[src/rtl/apb_spi_master.sv]
// apb_spi_master: APB registers, TX/RX FIFOs and a mode-0 MSB-first SPI master.
// Define SPI_LOOPBACK_EN to build the CTRL.LOOP internal MOSI->MISO path.
module apb_spi_master #(
   parameter int AWIDTH     = 4,
   parameter int DWIDTH     = 8,
   parameter int FIFO_DEPTH = 5,
   parameter int CLK_DIV    = 2
) (
   input  logic              PCLK,
   input  logic              PRESETn,
   input  logic              PSEL,
   input  logic              PENABLE,
   input  logic              PWRITE,
   input  logic [AWIDTH-1:0] PADDR,
   input  logic [DWIDTH-1:0] PWDATA,
   output logic [DWIDTH-1:0] PRDATA,
   output logic              PREADY,
   output logic              PSLVERR,
   output logic              SPI_SCLK,
   output logic              SPI_CS_N,
   output logic              SPI_MOSI,
   input  logic              SPI_MISO
);
   localparam int N  = $clog2(FIFO_DEPTH + 1);
   localparam int PW = $clog2(FIFO_DEPTH);
   localparam int BW = $clog2(DWIDTH + 1);

   localparam logic [AWIDTH-1:0] A_CTRL = AWIDTH'(0);
   localparam logic [AWIDTH-1:0] A_STAT = AWIDTH'(1);
   localparam logic [AWIDTH-1:0] A_TXD  = AWIDTH'(2);
   localparam logic [AWIDTH-1:0] A_RXD  = AWIDTH'(3);
   localparam logic [AWIDTH-1:0] A_DIV  = AWIDTH'(4);
   localparam logic [AWIDTH-1:0] A_TXL  = AWIDTH'(5);
   localparam logic [AWIDTH-1:0] A_RXL  = AWIDTH'(6);

   typedef enum logic [1:0] {
      S_IDLE,
      S_SETUP,
      S_SHIFT,
      S_HOLD
   } state_t;

   state_t              r_state, w_nstate;
   logic                r_en;
   logic [DWIDTH-1:0]   r_div, r_div_lat, r_cnt;
   logic [DWIDTH-1:0]   r_shreg;
   logic [BW-1:0]       r_bits;
   logic                r_sclk, r_csn, r_rxbit;

   logic [DWIDTH-1:0]   r_tx_mem [FIFO_DEPTH];
   logic [DWIDTH-1:0]   r_rx_mem [FIFO_DEPTH];
   logic [PW-1:0]       r_tx_wp, r_tx_rp, r_rx_wp, r_rx_rp;
   logic [N-1:0]        r_tx_cnt, r_rx_cnt;

   logic                w_acc, w_err, w_flush, w_loop, w_miso, w_mosi;
   logic                w_push_tx, w_pop_rx, w_wr_ctrl, w_wr_div;
   logic                w_tx_empty, w_tx_full, w_rx_empty, w_rx_full;
   logic                w_tick, w_pop_tx, w_rise, w_fall, w_push_rx;
   logic                w_busy;
   logic [DWIDTH-1:0]   w_rdata, w_rx_word;
   logic [PW-1:0]       w_rx_widx;

   function automatic logic [PW-1:0] f_inc(input logic [PW-1:0] p);
      return (p == PW'(FIFO_DEPTH - 1)) ? '0 : p + 1'b1;
   endfunction

   assign w_acc      = PSEL & PENABLE;
   assign w_tx_empty = (r_tx_cnt == '0);
   assign w_tx_full  = (r_tx_cnt == N'(FIFO_DEPTH));
   assign w_rx_empty = (r_rx_cnt == '0);
   assign w_rx_full  = (r_rx_cnt == N'(FIFO_DEPTH));
   assign w_busy     = (r_state != S_IDLE);

   // Error judged on pre-edge FIFO levels; engine activity never changes it.
   always_comb begin
      w_err = 1'b0;
      if (w_acc) begin
         if (PADDR > A_RXL)
            w_err = 1'b1;
         else if (PWRITE)
            w_err = (PADDR == A_STAT) | (PADDR == A_RXD) |
                    (PADDR == A_TXL)  | (PADDR == A_RXL) |
                    ((PADDR == A_TXD) & w_tx_full);
         else
            w_err = (PADDR == A_TXD) |
                    ((PADDR == A_RXD) & w_rx_empty);
      end
   end

   assign w_push_tx = w_acc & PWRITE & ~w_err & (PADDR == A_TXD);
   assign w_pop_rx  = w_acc & ~PWRITE & ~w_err & (PADDR == A_RXD);
   assign w_wr_ctrl = w_acc & PWRITE & ~w_err & (PADDR == A_CTRL);
   assign w_wr_div  = w_acc & PWRITE & ~w_err & (PADDR == A_DIV);
   assign w_flush   = w_wr_ctrl & PWDATA[3];

   always_comb begin
      w_rdata = '0;
      if (w_acc && !PWRITE && !w_err) begin
         case (PADDR)
            A_CTRL:  w_rdata = DWIDTH'({w_loop, 1'b0, r_en});
            A_STAT:  w_rdata = DWIDTH'({w_busy, w_rx_full, w_rx_empty,
                                        w_tx_full, w_tx_empty});
            A_RXD:   w_rdata = r_rx_mem[r_rx_rp];
            A_DIV:   w_rdata = r_div;
            A_TXL:   w_rdata = DWIDTH'(r_tx_cnt);
            A_RXL:   w_rdata = DWIDTH'(r_rx_cnt);
            default: w_rdata = '0;
         endcase
      end
   end

   assign PRDATA  = w_rdata;
   assign PSLVERR = w_err;
   assign PREADY  = 1'b1;

`ifdef SPI_LOOPBACK_EN
   logic r_loop;
   always_ff @(posedge PCLK or negedge PRESETn) begin
      if (!PRESETn)
         r_loop <= 1'b0;
      else if (w_wr_ctrl)
         r_loop <= PWDATA[2];
   end
   assign w_loop = r_loop;
   assign w_miso = r_loop ? w_mosi : SPI_MISO;
`else
   assign w_loop = 1'b0;
   assign w_miso = SPI_MISO;
`endif

   always_ff @(posedge PCLK or negedge PRESETn) begin
      if (!PRESETn) begin
         r_en  <= 1'b0;
         r_div <= DWIDTH'(CLK_DIV);
      end else begin
         if (w_wr_ctrl)
            r_en <= PWDATA[0];
         if (w_wr_div)
            r_div <= PWDATA;
      end
   end

   always_ff @(posedge PCLK) begin
      if (w_push_tx)
         r_tx_mem[r_tx_wp] <= PWDATA;
      if (w_push_rx)
         r_rx_mem[w_rx_widx] <= w_rx_word;
   end

   always_ff @(posedge PCLK or negedge PRESETn) begin
      if (!PRESETn) begin
         r_tx_wp  <= '0;
         r_tx_rp  <= '0;
         r_tx_cnt <= '0;
      end else if (w_flush) begin
         r_tx_wp  <= '0;
         r_tx_rp  <= '0;
         r_tx_cnt <= '0;
      end else begin
         if (w_push_tx)
            r_tx_wp <= f_inc(r_tx_wp);
         if (w_pop_tx)
            r_tx_rp <= f_inc(r_tx_rp);
         if (w_push_tx && !w_pop_tx)
            r_tx_cnt <= r_tx_cnt + 1'b1;
         else if (!w_push_tx && w_pop_tx)
            r_tx_cnt <= r_tx_cnt - 1'b1;
      end
   end

   // A frame finishing on the flush edge still keeps its received word.
   assign w_rx_widx = w_flush ? '0 : r_rx_wp;

   always_ff @(posedge PCLK or negedge PRESETn) begin
      if (!PRESETn) begin
         r_rx_wp  <= '0;
         r_rx_rp  <= '0;
         r_rx_cnt <= '0;
      end else if (w_flush) begin
         r_rx_wp  <= w_push_rx ? PW'(1) : '0;
         r_rx_rp  <= '0;
         r_rx_cnt <= w_push_rx ? N'(1) : '0;
      end else begin
         if (w_push_rx)
            r_rx_wp <= f_inc(r_rx_wp);
         if (w_pop_rx)
            r_rx_rp <= f_inc(r_rx_rp);
         if (w_push_rx && !w_pop_rx)
            r_rx_cnt <= r_rx_cnt + 1'b1;
         else if (!w_push_rx && w_pop_rx)
            r_rx_cnt <= r_rx_cnt - 1'b1;
      end
   end

   always_ff @(posedge PCLK or negedge PRESETn) begin
      if (!PRESETn)
         r_state <= S_IDLE;
      else
         r_state <= w_nstate;
   end

   always_comb begin
      w_nstate  = r_state;
      w_tick    = (r_cnt == r_div_lat);
      w_pop_tx  = 1'b0;
      w_rise    = 1'b0;
      w_fall    = 1'b0;
      w_push_rx = 1'b0;
      unique case (r_state)
         S_IDLE: begin
            if (r_en && !w_tx_empty && !w_rx_full) begin
               w_pop_tx = 1'b1;
               w_nstate = S_SETUP;
            end
         end
         S_SETUP: begin
            if (w_tick)
               w_nstate = S_SHIFT;
         end
         S_SHIFT: begin
            if (w_tick) begin
               if (!r_sclk) begin
                  w_rise = 1'b1;
               end else begin
                  w_fall = 1'b1;
                  if (r_bits == BW'(DWIDTH)) begin
                     w_push_rx = 1'b1;
                     w_nstate  = S_HOLD;
                  end
               end
            end
         end
         S_HOLD: begin
            if (w_tick)
               w_nstate = S_IDLE;
         end
         default: w_nstate = S_IDLE;
      endcase
   end

   assign w_rx_word = {r_shreg[DWIDTH-2:0], r_rxbit};

   always_ff @(posedge PCLK or negedge PRESETn) begin
      if (!PRESETn) begin
         r_shreg   <= '0;
         r_csn     <= 1'b1;
         r_sclk    <= 1'b0;
         r_rxbit   <= 1'b0;
         r_bits    <= '0;
         r_cnt     <= '0;
         r_div_lat <= DWIDTH'(CLK_DIV);
      end else begin
         if (w_pop_tx) begin
            r_shreg   <= r_tx_mem[r_tx_rp];
            r_csn     <= 1'b0;
            r_div_lat <= r_div;
            r_cnt     <= '0;
            r_bits    <= '0;
         end else if (r_state != S_IDLE) begin
            r_cnt <= w_tick ? '0 : r_cnt + 1'b1;
         end
         if (w_rise) begin
            r_sclk  <= 1'b1;
            r_rxbit <= w_miso;
            r_bits  <= r_bits + 1'b1;
         end
         if (w_fall) begin
            r_sclk  <= 1'b0;
            r_shreg <= w_rx_word;
         end
         if (w_push_rx)
            r_csn <= 1'b1;
      end
   end

   // MOSI is the live shift-register MSB, forced low while deselected.
   assign w_mosi   = r_shreg[DWIDTH-1] & ~r_csn;
   assign SPI_MOSI = w_mosi;
   assign SPI_SCLK = r_sclk;
   assign SPI_CS_N = r_csn;

endmodule

[config.mk]
export PLATFORM = sky130hd
export DESIGN_NAME = apb_spi_master
export DESIGN_NICKNAME = d
export VERILOG_FILES = /design/src/rtl/apb_spi_master.sv
export SDC_FILE = /design/constraint.sdc
export NUM_CORES = 1
export LEC_CHECK = 0
export ABC_AREA = 1
export BUFFER_PORTS_ARGS = -buffer_cell sky130_fd_sc_hd__buf_2
export CORE_MARGIN = 4
export CORE_UTILIZATION = 42
export DETAILED_ROUTE_END_ITERATION = 6
export PLACE_DENSITY_LB_ADDON = 0.3
export RECOVER_POWER = 50
export SLEW_MARGIN = 20
export SYNTH_ARGS = -nofsm -noshare
export SYNTH_HDL_FRONTEND = slang
export SYNTH_SLANG_ARGS = --single-unit
[constraint.sdc]
create_clock -name PCLK -period 2.85 [get_ports PCLK]
set_clock_uncertainty 0.15 [all_clocks]
set_input_delay 0.285 -clock PCLK [delete_from_list [all_inputs] [get_ports PCLK]]
set_output_delay 0.285 -clock PCLK [all_outputs]
set_load 0.01 [all_outputs]
; After elaboration in Yosys (flattened, before gate mapping)
; Memory sizes are Yosys's and may differ from the RTL's.
; Index checks and enable logic that the tools add are counted.
; Widths: inputs -> output; s select.
[word_totals]
ff_bits = 60
mem_bits_rw = 80
mem_count = 2
[mem_list]
columns = memory, words, width, rd, rd_clocked_by_memory_dff, wr, line
row1 = r_rx_mem, 5, 8, 1, 0, 1, 51  ; logic [DWIDTH-1:0] r_rx_mem [FIFO_DEPTH];
row2 = r_tx_mem, 5, 8, 1, 0, 1, 50  ; logic [DWIDTH-1:0] r_tx_mem [FIFO_DEPTH];
[classes]
n_addsub = 10
order_cmp = 1
n_eq_ne = 23
muxes = 59
bitwise_logic = 21
reduce_logical = 33
[op_table]
columns = operator, count
row1 = $mux 3, 19
row2 = $mux 8, 6
row3 = $pmux 8 s6, 1
row4 = $mux 1, 24
row5 = $reduce_bool 2->1, 10
row6 = $add 3x1->3 const B, 6
row7 = $eq 3x3->1 const B, 6
row8 = $and 1x1->1, 13
row9 = $eq 4x3->1 const B, 3
row10 = $mux 2, 6
row11 = $ne 2x2->1 const B, 6
row12 = $add 8x1->8 const B, 1
row13 = $eq 4x2->1 const B, 2
row14 = $eq 8x8->1, 1
row15 = $logic_and 1x1->1, 8
row16 = $logic_not 1->1, 8
row17 = $mux 4, 2
row18 = $pmux 2 s4, 1
row19 = $logic_not 3->1, 2
row20 = $reduce_and 6->1, 1
row21 = $reduce_bool 3->1, 2
row22 = $sub 3x1->3 const B, 2
row23 = $or 1x1->1, 5
row24 = $add 4x1->4 const B, 1
row25 = 8 further kinds, 11

; Longest topological paths before layout
; Gate-level depths: netlist of run 1.
[logic_depth]
depth_word = 16
depth_mapped = 16
mapped_depth_nobuf = 16

; Worst setup path before layout of run 1
; OpenSTA, ideal clock, no wires.
[synth_timing]
kind = input to register
start = input PADDR[1]
end = memory r_tx_mem[0][0] (enable)
setup_time_ns = 0.383
t_arrival_ns = 1.824
required_ns = 2.317
slack_ns = 0.492
path_stages = 10
path_cell_list = clkbuf_2 > nand2_4 > nor2_4 > nand2_2 > nand2_4 > inv_2 > nand4_2 > inv_1 > nand2_1 > nor3_1
[synth_via]
elab_chain_len = 13
word_cells_on_any_way = 21
[synth_rtl]
columns = element, line
row1 = "start, declared", 14  ; input logic [AWIDTH-1:0] PADDR,
row2 = $eq 4x1->1 or $eq 4x2->1 (tied branches), "81, 86"
row3 = $or 1x1->1 (2 in series), 81  ; w_err = (PADDR == A_STAT) | (PADDR == A_RXD) |
row4 = $or 1x1->1 (2 in series), 82  ; (PADDR == A_TXL) | (PADDR == A_RXL) |
row5 = $mux 1, 80  ; else if (PWRITE)
row6 = $mux 1, 78  ; if (PADDR > A_RXL)
row7 = $mux 1, 77  ; if (w_acc) begin
row8 = $not 1->1, 90  ; assign w_push_tx = w_acc & PWRITE & ~w_err & (PADDR == A_TXD);
row9 = $and 1x1->1, 90
row10 = $and 1x1->1 (*), 90
row11 = $mux 1 (*), 144  ; if (w_push_tx)
row12 = $mux 1 (implied by the code) (*), 145  ; r_tx_mem[r_tx_wp] <= PWDATA;
row13 = "end, declared", 50
; Mark *: on every way between the ends. The rest lies on a longest branch, timed or not.

; Final worst setup path of run 1
[layout_timing]
start = register r_rx_rp[0]
end = output PRDATA[0]
[layout_via]
elab_chain_len = 3
[layout_rtl]
columns = element, line
row1 = "start, declared", 52  ; logic [PW-1:0] r_tx_wp, r_tx_rp, r_rx_wp, r_rx_rp;
row2 = "start signal, assigned", 187  ; r_rx_rp <= f_inc(r_rx_rp);
row3 = $mem_v2 5x8, --
row4 = $pmux 8 s6, 99  ; case (PADDR)
row5 = $mux 8, 98  ; if (w_acc && !PWRITE && !w_err) begin
row6 = "end, declared", 16  ; output logic [DWIDTH-1:0] PRDATA,
; Every way passes these cells.

==> results by group, run 1 <==
Outcome
  • Outcome: finished with violations
  • Failing checks: capacitance limit, slew limit

Yosys
  • Syn_area_per_cell: 10.01 um2
  • Share of synthesized registers carrying an async set or reset: between 40 and 50%
  • Net Count, Synth: around 710
  • Commonest cells post-synth: nand2_1, edfxtp_1, nor2_1
  • Sequential-to-total area share from yosys stat: 57.93%
  • Register bit total from synthesis: 140
  • Synth top area share: 35.61%
  • Most frequent cell after synthesis: nand2_1
  • Gate Count Post-Synth: 674
  • Post-synth EDFFs: 80
  • Synthesized area: slightly below 7000 um2
  • Syn. warnings: 0
  • Largest area contributor in the netlist: edfxtp_1
  • Ranking of synthesized cells by area: edfxtp_1, dfrtp_1, nand2_1
  • Yosys cell types: 44
  • Top_reg_cell synth: edfxtp_1

Final layout
  • Register area: 3908 um2
  • Final nets: roughly 770
  • Number of fill cells: roughly 1,400
  • P&R area growth vs syn: 16.64%
  • Multi-input logic area: 2485 um2
  • N_diodes: 0
  • Proportion of layout cells with a drive suffix above 1: roughly 15%

Power and ir drop
  • Maximum vdd drop: approximately 0.00050 V
  • Static Leakage: 3.260 nW
  • Pwr Total: approximately 6.1 mW
  • P per Cell Area: 776.1 nW/um2

Detailed routing
  • Detailed Routing Iterations Pass 1: 5
  • Routed WL per cell: between 15 and 20 um
  • Post-Route WL: 15,050 um
  • Vias/cell: ~5.1
  • Drt first-iter violations: 299
  • Routed Antenna Nets: 0
  • Routed via count: 4,926
  • Drc violations: 0

Clock tree
  • Root buffer cell: clkbuf_16
  • Clock tree from TritonCTS: done
  • Clk slew on worst S/H paths: around 0.060 ns
  • CTS resizes: 0
  • H-tree depth: 4
  • CTS buffer count: 17
  • CTS sink cnt: 140
  • Clk_lat worst skew: ~0.42 ns
  • CTS Buffer Depth: 2

Die
  • Number of placed I/O pins: 31
  • Overall die area: approximately 18,000 um2
  • Core area: ~16,000 um2
  • Chip Height: 134.7 um
  • Number of core rows: 46
  • DIE WIDTH: 134.7 um
  • Initial Utilization: 42.62%

Setup path
  • Maximum fanout along the worst path: 17
  • Critical Path End Type: output pin
  • Crit path kind: flip-flop to output pin
  • Startpoint Class: flip-flop
  • Crit path DAT: roughly 2.2 ns
  • WP data required: about 2.4 ns

Global route
  • Vias in the first global route: between 4,000 and 5,000
  • Congestion Overflow GR: 0
  • Initial antenna violation count: 0
  • GRT Util Overall: between 10% and 20%
  • Pin count of the biggest net entering global routing: 36
  • First-pass GRT wire length: approximately 25,000 um

STA
  • Worst-Margin Slew: between 2 and 2.5 ns
  • RSZ-0062 raised after global routing: no
  • Final Cycle Share: 91.39%
  • Final min period: between 2 and 3 ns
  • Fmax: approximately 380 MHz
  • Final-report hold violation count: 0
  • Rel. slew slack: -34.48%
  • Setup TNS: 0 ns
  • Final setup viols: 0
  • Max-slew violations: 36
  • Min Hold Slack: 0.1352 ns

Placed design
  • GPL Wtd Cong: between 0.8 and 0.9
  • Final HPWL DP: ~11,000 um
  • # port buffers: 29

Job
  • # Max-Cap Violations: 1

Worst hold path
  • HP Class: input port to flip-flop
placed cells by master, fill, tap and decap left out, types with 13 or more instances in the layout:
master     count
o21ai_0       59
nand3_1       25
o22ai_1       25
edfxtp_1      80
buf_2         18
nand2_1      137
ha_1          15
buf_4         19
clkbuf_16     17
nor2_1        76
clkbuf_1      13
inv_1         62
dfrtp_1       57
stage by stage:
step                      util [%]  std cells  setup WS, ns  area, um2
final                        49.71        967        0.2453       7868
after global routing         49.71        967       0.04232       7868
after CTS                    49.87        967        0.1916       7893
after detailed placement     45.78        927        0.4258       7246
after global placement       45.78        927        0.4804       7246
after floorplan                  -        674        0.4923       6745
cell type report:
cell class / instances / area share [%]
clock inverters: 13 / 1.622
repair buffers: 60 / 4.803
well taps: 216 / 3.435
inverters: 72 / 3.435
flip-flops and latches: 140 / 49.67
multi-input cells: 448 / 31.58
clock buffers: 18 / 5.455
state kept, by name, indices dropped and copies added, names as in the netlist, 4 cells and up:
signal,count
r_bits,4
r_div,8
r_cnt,8
r_rx_mem,40
r_shreg,8
r_div_lat,8
r_tx_mem,40
report_power, final:
part / internal (mW) / leakage (nW) / total (mW) / switching [mW]
sequential: 2.40 / 1.48 / 2.69 / 0.283
clock: 1.27 / 0.256 / 2.08 / 0.817
combinational: 0.480 / 1.52 / 1.33 / 0.853
total: 4.15 / 3.26 / 6.11 / 1.95
worst max-delay path: stages (launching register included):
cell	delay (ns)
dfrtp_1	0.38
buf_4	0.20
o21ai_0	0.28
o22ai_1	0.16
o21ai_0	0.35
a41oi_1	0.20
buf_2	0.19
kinds of logic after synthesis:
logic type,Yosys count,synth area share [%]
compound gates,130,11.33
buf+inv,86,5.194
other cells,1,0.05559
mux,4,0.5936
xor+xnor,15,1.948
flops,140,57.93
simple gates,281,19.57
fa+ha+maj,17,3.376
what timing repair did:
| action | 4_1_cts | 5_1_grt |
|---|---|---|
| buffers inserted | 0 | 0 |
| endpoints found under the hold margin | 67 | 0 |
| hold buffers | 9 | 0 |
path summary, 6_finish.rpt:
path                             startpoint             end  slack [ns]  cells after the start
worst max-delay path             r_rx_rp[0]       PRDATA[0]        0.25                      6
worst min-delay path              PWDATA[3]  r_tx_mem[4][3]        0.14                      1
worst max register to register  r_rx_cnt[1]     r_rx_cnt[2]        0.42                     13
worst min register to register  r_tx_cnt[1]     r_tx_cnt[1]        0.32                      2
max in group asynchronous           PRESETn      r_rx_rp[2]        0.41                      3
min in group asynchronous           PRESETn        r_cnt[6]        0.84                      2
routing by layer:
layer | vias up | part of all wire (%) | GRT usage, %
met5 | - | 0 | 0
met4 | 0 | 3.1 | 6.561
met3 | 32 | 4.0 | 4.173
met2 | 113 | 50 | 29.49
met1 | 2364 | 43 | 21.78
li1 | 2417 | - | -
No activity file was read; power rests on OpenSTA's default activity.
==> run 2: changes to the inputs <==
--- a/config.mk
+++ b/config.mk
@@ -8,7 +8,7 @@
 export ABC_AREA = 1
 export BUFFER_PORTS_ARGS = -buffer_cell sky130_fd_sc_hd__buf_2
 export CORE_MARGIN = 4
-export CORE_UTILIZATION = 42
+export CORE_UTILIZATION = 40
 export DETAILED_ROUTE_END_ITERATION = 6
 export PLACE_DENSITY_LB_ADDON = 0.3
 export RECOVER_POWER = 50
==> run 2 against run 1 <==
  * The flow still finishes with violations (capacitance limit, slew limit)
  * First-iteration DRC count grew 12%
  * Routed wire length grew 1.4%
  * Global-route usage is 0.29 points lower
  * Critical path depth is the same
  * Register-to-register slack lost 0.05 ns
  * Cell area shrank 0.83%
  * Die area increased by 4.7%
==> results by group, run 2 (synthesized netlist as in run 1, its figures left out) <==
STA
  • Setup TNS: 0 ns (unchanged)
  • Rel. slew slack: -33.26% (+1.2 points)
  • PnR worst setup slack: 0.1699 ns (-0.07541 ns)
  • Fmax: 373.1 MHz (-2.8%)
  • RSZ-0062 raised after global routing: no
  • Worst-Margin Slew: 1.999 ns (-0.01837 ns)
  • Final setup viols: 0 (unchanged)
  • Final-report hold violation count: 0 (unchanged)
  • Max-slew violations: 34 (-5.6%)
  • Min Hold Slack: 0.1323 ns (-0.002864 ns)
  • Final Cycle Share: 94.04% (+2.6 points)
  • Final min period: 2.680 ns (+0.07541 ns)

Clock tree
  • CTS buffer count: 17 (unchanged)
  • Root buffer cell: clkbuf_16
  • Postcts setup bufs: 0 (unchanged)
  • Clk slew on worst S/H paths: 0.06 ns (about the same)
  • H-tree depth: 4 (unchanged)
  • Clk_lat worst skew: 0.42 ns (about the same)
  • CTS Buffer Depth: 2 (unchanged)
  • CTS sink cnt: 140 (unchanged)
  • Clock tree from TritonCTS: done

Setup path
  • Crit-path leading delay family: compound AO/OA/AOI/OAI gates
  • Critical path's slowest cell: dfrtp_1
  • WP data required: 2.41 ns (about the same)
  • Worst Path Buf+Inv: 2 (unchanged)
  • Startpoint Class: flip-flop
  • Maximum fanout along the worst path: 10 (-7)
  • Crit path kind: flip-flop to output pin
  • Critical Path End Type: output pin
  • Most used cell, CP: o21ai_0
  • Largest stage delay, worst path: 0.56 ns (+0.18 ns)
  • Crit path DAT: 2.25 ns (+0.08 ns)
  • Critical-path cell list: clkinvlp_4 -> o21ai_0 -> o22ai_1 -> o21ai_0 -> a41oi_1 -> buf_2

Die
  • Chip Height: 137.9 um (+2.3%)
  • Number of placed I/O pins: 31 (unchanged)
  • Number of core rows: 47 (+2.2%)
  • DIE WIDTH: 137.9 um (+2.3%)
  • Core area: 16,520 um2 (+4.4%)
  • Initial Utilization: 40.82% (-1.8 points)
  • Overall die area: 19,000 um2 (+4.7%)

Power and ir drop
  • Maximum vdd drop: 0.0004956 V (-1.5%)
  • Static Leakage: 3.235 nW (-0.77%)
  • P per Cell Area: 757.0 nW/um2 (-2.5%)

Global route
  • GRT Util Overall: 17.15% (-0.29 points)
  • Grt met3 use: 4.245% (+0.072 points)
  • GR peak layer: met2
  • Vias in the first global route: 4,978 (+1.3%)
  • First-pass GRT wire length: 25,010 um (+0.36%)
  • Congestion Overflow GR: 0 (unchanged)
  • Initial antenna violation count: 0 (unchanged)
  • GRT met2 Usage: 28.06% (-1.4 points)
  • Pin count of the biggest net entering global routing: 34 (-5.6%)
  • GRT met1 Usage: 21.79% (about the same)

Final layout
  • N_diodes: 0 (unchanged)
  • Final Util: 47.22% (-2.5 points)
  • Final Non-Filler Cells: 970 (+0.31%)
  • Proportion of layout cells with a drive suffix above 1: 14.53% (-0.25 points)
  • P&R area growth vs syn: 15.67%
  • Final nets: 772 (-0.26%)
  • Most frequent cells in the layout: nand2_1, edfxtp_1, nor2_1
  • Top Registers: r_rx_mem (40), r_tx_mem (40)
  • Most common cell after layout, fill and taps aside: nand2_1

Detailed routing
  • Routed via count: 4,964 (+0.77%)
  • Drt first-iter violations: 334 (+12%)
  • Post-Route WL: 15,260 um (+1.4%)
  • Vias/cell: 5.118 (+0.46%)
  • Detailed Routing Iterations Pass 1: 5 (unchanged)
  • Drc violations: 0 (unchanged)
  • Routed WL per cell: 15.73 um (+1.1%)
  • Routed Antenna Nets: 0 (unchanged)

Placed design
  • Final HPWL DP: 11,400 um (+4.5%)
  • # port buffers: 29 (unchanged)
  • Worst slack, placed: 0.3973 ns (-0.02844 ns)
  • Placed cell count: 929 (+0.22%)
  • GPL Wtd Cong: 0.9242 (+4.1%)

Outcome
  • Failing checks: capacitance limit, slew limit
  • Outcome: finished with violations

Worst hold path
  • HP Class: input port to flip-flop

Job
  • # Max-Cap Violations: 1 (unchanged)
[run 2: cell count changes in the layout (fill, tap and decap cells not counted), moves of 2 or more]
cell	before	now
clkinv_2	2	7
bufinv_16	2	0
clkbuf_1	13	16
clkinv_1	7	5
clkinvlp_4	5	3
buf_4	19	17
[run 2: worst register-to-register path: stages, from the launching register on]
cell	delay (ns)
dfrtp_1	0.35
inv_1	0.12
nor3_1	0.34
nor2_1	0.10
nand3_1	0.10
clkbuf_1	0.63
nand4_2	0.25
nand2_2	0.16
nor2_2	0.06
nand2_1	0.07
nand2_1	0.05
[run 2: final timing paths]
check                            startpoint              to  slack (ns)  cells after the start
worst max-delay path             r_rx_rp[1]       PRDATA[0]        0.17                      6
worst min-delay path              PWDATA[3]  r_tx_mem[2][3]        0.13                      1
worst max register to register  r_rx_cnt[0]     r_tx_cnt[1]        0.37                     10
worst min register to register  r_tx_cnt[1]     r_tx_cnt[1]        0.34                      2
max in group asynchronous           PRESETn    r_div_lat[1]        0.37                      3
min in group asynchronous           PRESETn      r_rx_rp[0]        0.82                      2
[run 2: layer usage]
| metal | vias up | part of all wire (%) |
|---|---|---|
| li1 | 2424 | - |
| met1 | 2425 | 45 |
| met2 | 91 | 49 |
| met3 | 24 | 3.9 |
| met4 | 0 | 2.3 |
| met5 | - | 0 |
[run 2: repair_timing]
action	in CTS	in global routing
gates resized for setup	0	2
setup endpoints to repair	0	2
hold buffers	9	0
hold endpoints to repair	69	0
[run 2: final cells by class]
cell class	instances	area, um2
Fill cell	1505	8722
Sequential cell	140	3908
Multi-Input combinational cell	448	2485
Clock buffer	21	440.4
Timing Repair Buffer	58	362.8
Inverter	72	277.8
Tap cell	220	275.3
Clock inverter	11	53.80
[run 2: through the flow]
| stage | total power [mW] | instance area [um2] |
|---|---|---|
| 2_1_floorplan | 3.604 | 6745 |
| 3_3_place_gp | 3.973 | 7236 |
| 3_5_place_dp | 4.070 | 7236 |
| 4_1_cts | 5.962 | 7820 |
| 5_1_grt | 6.262 | 7802 |
| 6_report | 5.906 | 7802 |
[run 2: power by group]
group / total [mW] / switching, mW / internal [mW]
clock: 1.87 / 0.784 / 1.09
combinational: 1.37 / 0.891 / 0.480
sequential: 2.66 / 0.258 / 2.41
total: 5.91 / 1.93 / 3.97
==> run 3: changes to the inputs <==
--- a/config.mk
+++ b/config.mk
@@ -10,7 +10,7 @@
 export CORE_MARGIN = 4
 export CORE_UTILIZATION = 40
 export DETAILED_ROUTE_END_ITERATION = 6
-export PLACE_DENSITY_LB_ADDON = 0.3
+export PLACE_DENSITY = 0.56
 export RECOVER_POWER = 50
 export SLEW_MARGIN = 20
 export SYNTH_ARGS = -nofsm -noshare
==> run 3 against run 2 <==
  * The flow still finishes with violations (capacitance limit, slew limit)
  * Via count shrank 1.8%
  * Highest routed layer unchanged
  * Maximum frequency grew 0.16%
  * Worst hold slack lost 0.0064 ns
  * Non-clock buffer count grew 1
  * Combinational power is essentially flat
  * Register-to-register slack gained 0.02 ns
==> results by group, run 3 (synthesized netlist as in run 1, its figures left out) <==
Detailed routing
  • Routed WL per cell: 15.53 um (-1.3%)
  • Detailed Routing Iterations Pass 1: 6 (+1)
  • Vias/cell: 5.021 (-1.9%)
  • Routed via count: 4,875 (-1.8%)
  • Post-Route WL: 15,080 um (-1.2%)
  • Routed Antenna Nets: 0 (unchanged)
  • Drc violations: 0 (unchanged)
  • Drt first-iter violations: 368 (+10%)

Clock tree
  • CTS sink cnt: 140 (unchanged)
  • Clock tree from TritonCTS: done
  • Clk_lat worst skew: 0.43 ns (about the same)
  • CTS Buffer Depth: 2 (unchanged)
  • CTS buffer count: 17 (unchanged)
  • H-tree depth: 4 (unchanged)
  • CTS resizes: 0 (unchanged)
  • Clk slew on worst S/H paths: 0.06 ns (about the same)
  • Root buffer cell: clkbuf_16

STA
  • Final-report hold violation count: 0 (unchanged)
  • Rel. slew slack: -6.196% (+27 points)
  • Final min period: 2.676 ns (-0.004298 ns)
  • Final Cycle Share: 93.89% (-0.15 points)
  • Final setup viols: 0 (unchanged)
  • Worst-Margin Slew: 1.593 ns (-0.4059 ns)
  • Setup TNS: 0 ns (unchanged)
  • Max-slew violations: 61 (+79%)
  • PnR worst setup slack: 0.1742 ns (+0.004298 ns)
  • Fmax: 373.7 MHz (+0.16%)
  • RSZ-0062 raised after global routing: no

Setup path
  • Crit Reg-Reg Endpoint: r_rx_cnt[2]
  • Critical Path End Type: output pin
  • Worst Path Buf+Inv: 3 (+1)
  • RR Startpoint: r_rx_cnt[1]
  • Most used cell, CP: o21ai_0
  • Maximum fanout along the worst path: 11 (+1)
  • WP data required: 2.41 ns (about the same)
  • Crit-path leading delay family: buffers and inverters
  • Worst reg2reg setup slack: 0.39 ns (+0.02 ns)
  • Register-to-Register Path Depth: 14 (+4)
  • Largest stage delay, worst path: 0.35 ns (-0.21 ns)
  • Critical-path cell list: clkinv_1 -> buf_4 -> o21ai_0 -> o22ai_1 -> o21ai_0 -> a31oi_1 -> buf_2
  • Crit path kind: flip-flop to output pin
  • Worst setup path start: r_rx_rp[0]
  • Crit path DAT: 2.24 ns (about the same)
  • Startpoint Class: flip-flop
  • Critical path's slowest cell: dfrtp_1

Final layout
  • Most common cell after layout, fill and taps aside: nand2_1
  • N_diodes: 0 (unchanged)
  • Most frequent cells in the layout: nand2_1, edfxtp_1, nor2_1
  • Final Util: 47.67% (+0.45 points)
  • Top Registers: r_rx_mem (40), r_tx_mem (40)
  • Proportion of layout cells with a drive suffix above 1: 15.31% (+0.78 points)
  • Fin area: 7878 um2 (+0.96%)
  • Final nets: 773 (+0.13%)
  • Number of fill cells: 1,529 (+1.6%)
  • P&R area growth vs syn: 16.79%

Power and ir drop
  • P per Cell Area: 777.0 nW/um2 (+2.6%)
  • Logic gate share of total power: 22.1% (-1.1 points)
  • Static Leakage: 3.271 nW (+1.1%)
  • Power share of the clock group: 34.5% (+2.8 points)
  • Switching Power: 2.023 mW (+4.7%)
  • Sw Ratio: 33.05% (+0.32 points)
  • Maximum vdd drop: 0.0004334 V (-13%)
  • Internal Power: 4.098 mW (+3.1%)
  • Reg power frac: 43.4% (-1.7 points)
  • Pwr Total: 6.121 mW (+3.6%)

Outcome
  • Outcome: finished with violations
  • Failing checks: capacitance limit, slew limit

Worst hold path
  • Worst Hold Depth: 1 (unchanged)
  • HP Class: input port to flip-flop
  • Hold path endpoint: r_tx_mem[3][3]
  • Hold Crit Start: PWDATA[3]

Job
  • # Max-Cap Violations: 1 (unchanged)

Placed design
  • Worst slack, placed: 0.3582 ns (-0.03914 ns)
  • # port buffers: 29 (unchanged)
  • Placed cell areas: 7243 um2 (+0.10%)
  • GPL Wtd Cong: 0.8367 (-9.5%)
  • Final HPWL DP: 11,090 um (-2.7%)

Die
  • Number of placed I/O pins: 31 (unchanged)
  • Chip Height: 137.9 um (unchanged)
  • Core area: 16,520 um2 (unchanged)
  • Number of core rows: 47 (unchanged)
  • Overall die area: 19,000 um2 (unchanged)
  • Initial Utilization: 40.82% (unchanged)
  • DIE WIDTH: 137.9 um (unchanged)

Global route
  • Vias in the first global route: 4,914 (-1.3%)
  • First-pass GRT wire length: 25,000 um (about the same)
  • GRT Util Overall: 17.30% (+0.15 points)
  • Initial antenna violation count: 0 (unchanged)
  • Pin count of the biggest net entering global routing: 61 (+79%)
  • Congestion Overflow GR: 0 (unchanged)
## run 3: cell types whose count changed in the layout (fill, tap and decap cells not counted), sizes merged
cell / change
clkbuf: -5
inv: +5
buf: +2
clkinv: -2
bufinv: +1
## run 3: power groups by stage
stage	logic [mW]	clock network, mW	registers, mW
after floorplan	1.00	0	2.60
after global placement	1.31	0	2.68
after detailed placement	1.36	0	2.69
after CTS	1.38	2.15	2.66
after global routing	1.56	2.25	2.70
final	1.35	2.11	2.65
## run 3: layout make-up
type                            count  area [um2]  area share, %
Timing Repair Buffer               59       374.1          4.749
Tap cell                          220       275.3          3.494
Inverter                           72       270.3          3.431
Clock inverter                     15       140.1          1.779
Sequential cell                   140        3908          49.60
Multi-Input combinational cell    448        2485          31.54
Clock buffer                       17       425.4          5.400
## run 3: metal layers
metal / track usage (%) / vias up / wire (um)
li1: - / 2425 / -
met1: 21.85 / 2346 / 6701
met2: 28.96 / 81 / 7563
met3: 3.302 / 23 / 403
met4: 7.739 / 0 / 408
met5: 0 / - / 0
## run 3: per-stage QoR
step           hold WS [ns]  std cells
3_5_place_dp         0.3168        930
4_1_cts             0.01186        971
2_1_floorplan       -0.1606        674
6_report             0.1259        971
3_3_place_gp         0.3118        930
5_1_grt              0.1307        971
## run 3: how the worst max path moves through the flow
stage / cells past startpoint / slack, ns / end
after floorplan: 10 / 0.49 / r_tx_mem[0][0]
after global placement: 16 / 0.48 / r_rx_cnt[2]
after detailed placement: 16 / 0.36 / r_rx_cnt[2]
after CTS: 7 / 0.17 / PRDATA[3]
after global routing: 7 / 0.04 / PRDATA[3]
final: 7 / 0.17 / PRDATA[3]
## run 3: worst register-to-register path, cell delays in order, from the launching register on
cell and delay [ns]:
dfrtp_1 0.40, inv_1 0.09, nand3_1 0.10, nand2_1 0.07
nand2_1 0.15, nand3_4 0.17, nor2_4 0.20, nor2_1 0.11
fa_1 0.39, xnor2_1 0.19, inv_1 0.07, nand3_1 0.09
nand2_1 0.05, inv_1 0.05, a21oi_1 0.05
## run 3: repair_timing
action / CTS / global route
hold buffers: 9 / 0
hold endpoints to repair: 96 / 0
buffers inserted: 0 / 0
